**config.mk**
```make
export PLATFORM = sky130hd
export DESIGN_NAME = register_file
export DESIGN_NICKNAME = d
export VERILOG_FILES = /design/src/rtl/register_file.sv
export SDC_FILE = /design/constraint.sdc
export NUM_CORES = 2
export LEC_CHECK = 0
export BUFFER_PORTS_ARGS = -buffer_cell sky130_fd_sc_hd__buf_4
export CORE_MARGIN = 3
export CORE_UTILIZATION = 50
export DETAILED_ROUTE_END_ITERATION = 8
export PLACE_DENSITY = 0.66
export SYNTH_ARGS = -nofsm -noshare
export SYNTH_HDL_FRONTEND = slang
export SYNTH_SLANG_ARGS = --single-unit
export TNS_END_PERCENT = 50
```
**constraint.sdc**
```tcl
create_clock -name Sys_clk -period 8 [get_ports Sys_clk]
set_input_delay 0 -clock Sys_clk [delete_from_list [all_inputs] [get_ports Sys_clk]]
set_output_delay 0 -clock Sys_clk [all_outputs]
set_load 0.1 [all_outputs]
```
**src/rtl/register_file.sv**
```systemverilog
// register_file: architectural registers with rename tags, commit bypass and flush
module register_file #(
    parameter int REG_WIDTH    = 5,
    parameter int EX_REG_WIDTH = 6,
    parameter int NON_REG      = 32,
    parameter int RoB_WIDTH    = 4,
    parameter int EX_RoB_WIDTH = 5,
    parameter int NON_DEP      = 16
) (
    input  logic                    Sys_clk,
    input  logic                    Sys_rst_n,
    input  logic                    Sys_rdy,
    input  logic                    RoBRF_pre_judge,
    input  logic                    RoBRF_en,
    input  logic [RoB_WIDTH-1:0]    RoBRF_RoB_index,
    input  logic [EX_REG_WIDTH-1:0] RoBRF_rd,
    input  logic [31:0]             RoBRF_value,
    input  logic                    DPRF_en,
    input  logic [EX_REG_WIDTH-1:0] DPRF_rd,
    input  logic [RoB_WIDTH-1:0]    DPRF_RoB_index,
    input  logic [EX_REG_WIDTH-1:0] DPRF_rs1,
    input  logic [EX_REG_WIDTH-1:0] DPRF_rs2,
    output logic [EX_RoB_WIDTH-1:0] RFDP_Qj,
    output logic [EX_RoB_WIDTH-1:0] RFDP_Qk,
    output logic [31:0]             RFDP_Vj,
    output logic [31:0]             RFDP_Vk
);
    localparam int NREG = 1 << REG_WIDTH;
    localparam logic [EX_RoB_WIDTH-1:0] ND = NON_DEP[EX_RoB_WIDTH-1:0];
    localparam logic [EX_REG_WIDTH-1:0] NR = NON_REG[EX_REG_WIDTH-1:0];

    logic [31:0]             value [NREG];
    logic [EX_RoB_WIDTH-1:0] tag   [NREG];
    logic [EX_RoB_WIDTH-1:0] c_tag;
    logic [EX_RoB_WIDTH-1:0] d_tag;
    logic                    c_wr;
    logic                    d_wr;

    assign c_tag = {1'b0, RoBRF_RoB_index};
    assign d_tag = {1'b0, DPRF_RoB_index};
    assign c_wr  = RoBRF_en && RoBRF_rd != '0 && RoBRF_rd < NR;
    assign d_wr  = DPRF_en && RoBRF_pre_judge && DPRF_rd != '0 && DPRF_rd < NR;

    // returns {Q, V}; a commit whose tag still owns the register bypasses state
    function automatic logic [EX_RoB_WIDTH+31:0] rd_port(input logic [EX_REG_WIDTH-1:0] s);
        logic [EX_RoB_WIDTH-1:0] t;
        t = tag[s[REG_WIDTH-1:0]];
        return (s == '0 || s >= NR) ? {ND, 32'd0} :
               (RoBRF_en && RoBRF_rd == s && t == c_tag) ? {ND, RoBRF_value} :
               {t, (t == ND) ? value[s[REG_WIDTH-1:0]] : 32'd0};
    endfunction

    assign {RFDP_Qj, RFDP_Vj} = rd_port(DPRF_rs1);
    assign {RFDP_Qk, RFDP_Vk} = rd_port(DPRF_rs2);

    // later assignments win: rename over commit clear, flush over everything
    always_ff @(posedge Sys_clk or negedge Sys_rst_n) begin
        if (!Sys_rst_n) begin
            for (int i = 0; i < NREG; i++) begin
                value[i] <= '0;
                tag[i]   <= ND;
            end
        end else if (Sys_rdy) begin
            if (c_wr) begin
                value[RoBRF_rd[REG_WIDTH-1:0]] <= RoBRF_value;
                if (tag[RoBRF_rd[REG_WIDTH-1:0]] == c_tag)
                    tag[RoBRF_rd[REG_WIDTH-1:0]] <= ND;
            end
            if (d_wr)
                tag[DPRF_rd[REG_WIDTH-1:0]] <= d_tag;
            if (!RoBRF_pre_judge)
                for (int i = 0; i < NREG; i++)
                    tag[i] <= ND;
        end
    end
endmodule

```
==> flow_summary.yaml <==
synthesis:
  synth_seq_area_share: 0.448
  yosys.cell_types.count: 63
  netlist_instances: 4684
  yosysTopAreaCell: "dfrtp_1"
  ys.flop_type: "dfrtp_1"
  syn_nets: 4754
  syn_area_um2: 66200
  yosysTopAreaCellShare: 0.435
  synth-edff-count: 0
  async_flop_share: 1.00
  yosys-top-cells-area: "dfrtp_1 44%, mux4_2 25%, mux2_2 13%"
  avgSynthCellArea_um2: 14.1
  yosys_register_bits: 1184
  ys.warnings.count: 0
sta:
  fin_tns_setup_ns: 0
  max_slew_margin: 0.122
  slew_viol_final: 0
  rsz0062_at_grt: "false"
  fin_crit_sh: 0.681
  timing.hold.ws_ns: 0.0679
  hold_violations: 0
  skew_ns: 0.0162
  setup-violations-final: 0
  max_slew.worst_pin.slew_ns: 1.31
  fmax_mhz: 183
  period_minus_slack_ns: 5.45
clocking:
  cts_max_level: 4
  cts_tree: "built"
  cts_buffers: 132
  clk_pin_slew_ns: 0.05
  ctsResizeCount: 0
  clock-sinks: 1184
  insertion_delay_ns: 0.77
  cts_setup_buffers: 0
  clk_path_buf_depth: 3
  clock-root-buffer: "clkbuf_16"
finish:
  final_nets: 4627
  drive_gt1_frac: 0.452
  ff_latch_area_um2: 29700
  multi_input_area_um2: 34600
  area_growth_pct: 10.6
  nFillCells: 10471
setup_path:
  worst_path_max_delay_cell: "o2bb2ai_1"
  cp_common_cell: "mux4_2"
  critical-path-max-stage-delay_ns: 1.14
  crit_required_ns: 8.00
  startpoint_type: "flop"
  cp.arrival_ns: 5.45
  crit_family: "multiplexers"
  cp.depth: 7
  crit_chain: "mux4_2 > mux4_2 > mux2_2 > nor4_1 > nand3_2 > o2bb2ai_1 > buf_4"
  crit_path_end_kind: "output port"
  crit_buf_inv: 1
  worstSetupPathType: "reg -> out"
  ff2ff_path_depth: 9
  crit_fanout: 32
worst_hold_path:
  hold_path_class: "in -> reg"
  min_path_cells: 5
global_routing:
  grtUsageMet1: 0.446
  grt_pass1_wl_um: 314000
  gr-usage-all-layers: 0.315
  use_met3: 0.0829
  gr-total-overflow: 0
  grt_max_degree: 162
  antenna_found_initial: 5
  busiest_layer: "met2"
  grt_pass1_vias: 44877
  gr-usage-met2: 0.468
detailed_routing:
  first_iter_violations: 5406
  wire_per_inst_um: 33.3
  ant_nets: 0
  vias: 45035
  first_pass_iters: 9
  routed_wl_um: 213000
  vias_per_cell: 7.03
  drc: 1
place:
  place.gp.congestion: 0.909
  hpwl_um: 122000
  io_buffer_count: 143
floorplan:
  dieArea_um2: 137000
  die_h_um: 370
  core_um2: 130000
  rows: 132
  io_pins: 144
  start_util: 0.507
  die_w_um: 370
power_and_ir_drop:
  vdd_drop_max_mv: 0.260
  power_density_nw_per_um2: 209
  p_leak_nw: 31.6
outcome:
  status: "finished, violations left"
  violations: "design-rule violations"
job:
  cap_violations: 0
==> placed cells by master, fill, tap and decap left out, types with 27 or more instances in the layout <==
| cell type | synthesis | layout |
|---|---|---|
| a31o_2 | 68 | 68 |
| a21oi_1 | 70 | 69 |
| mux2i_1 | 150 | 150 |
| nand2_1 | 348 | 336 |
| clkbuf_16 | 0 | 133 |
| o2bb2ai_1 | 100 | 100 |
| mux2_2 | 793 | 793 |
| o21ai_0 | 265 | 265 |
| mux4_2 | 732 | 732 |
| inv_1 | 27 | 27 |
| dfrtp_1 | 1152 | 1152 |
| buf_4 | 6 | 197 |
| nor2_1 | 104 | 85 |
| dlygate4sd3_1 | 0 | 50 |
| dfstp_2 | 32 | 32 |
| clkbuf_1 | 415 | 37 |
==> Yosys cell counts, types with 18 or more instances <==
master and n:
dfrtp_1 1152, mux2_2 793, mux4_2 732, clkbuf_1 415, nand2_1 348, o21ai_0 265, mux2i_1 150, nor2_1 104
o2bb2ai_1 100, a21oi_1 70, a31o_2 68, buf_2 62, buf_1 36, dfstp_2 32, inv_1 27, nand3_1 25
a22oi_1 23, nor2b_1 18, o22ai_1 18
==> power breakdown <==
group	internal [W]	switching [W]	total, W	leakage, nW
clock network	0.00360	0.00261	0.00621	2.15
logic	0.00108	0.00118	0.00226	13.3
registers	0.00646	0.000364	0.00682	16.1
==> repair_timing <==
| action | CTS | global route |
|---|---|---|
| hold endpoints to repair | 1217 | 0 |
| hold buffers | 51 | 0 |
| endpoints found under the setup margin | 0 | 0 |
==> per-layer routing <==
metal | wire length (µm) | up-vias
li1 | - | 17910
met1 | 85800 | 24114
met2 | 96000 | 2505
met3 | 22200 | 504
met4 | 9220 | 2
met5 | 14 | -
==> cell type report <==
cell class                 instances  share of cell area
clock inverter                    47             0.00880
sequential                      1184               0.405
multi-input combinational       2944               0.472
antenna                            3            0.000103
clock buffer                     189              0.0509
inverter                          30             0.00162
tap                             1742              0.0298
timing repair buffer             265              0.0315
==> state kept, by name, summed over array words and instances (netlist names) <==
register  flops
tag         160
value      1024
==> cells by family (layout without fill, tap and decap cells) <==
logic type,count (synthesis),in the layout,synth area share
XOR/XNOR,24,24,0.00317
other,0,3,0
AND/OR/NAND/NOR,585,585,0.0379
flip-flops,1184,1184,0.448
multiplexers,1681,1681,0.409
AO/OA/AOI/OAI,654,654,0.0679
buffers and inverters,556,531,0.0341
==> stage by stage <==
step,instance area (µm²),cells,worst slack (ns),util,total power [W]
after floorplan,66200,4684,3.22,-,0.00838
after global placement,68300,6114,2.82,0.524,0.00906
after detailed placement,68300,6114,2.74,0.524,0.00913
after CTS,73200,6401,2.67,0.561,0.0154
after global routing,73200,6401,2.49,0.561,0.0158
final,73200,6404,2.55,0.561,0.0153
==> path summary, 6_finish.rpt <==
check                                   end         from  slack [ns]
worst max-delay path            RFDP_Vk[14]      tag[81]        2.55
worst min-delay path                tag[69]  RoBRF_rd[2]        0.07
worst max register to register     tag[120]     tag[112]        4.28
worst min register to register   value[998]   value[998]        0.39
max in group asynchronous        value[117]    Sys_rst_n        5.85
min in group asynchronous           tag[54]    Sys_rst_n        0.45
==> tightest hold or removal path: cells and delay by family <==
family	cells	cell delay [ns]
buf+inv	1	0.17
simple gates	2	0.18
compound gates	2	0.46
Note: power is estimated with default switching activity, not from simulation.
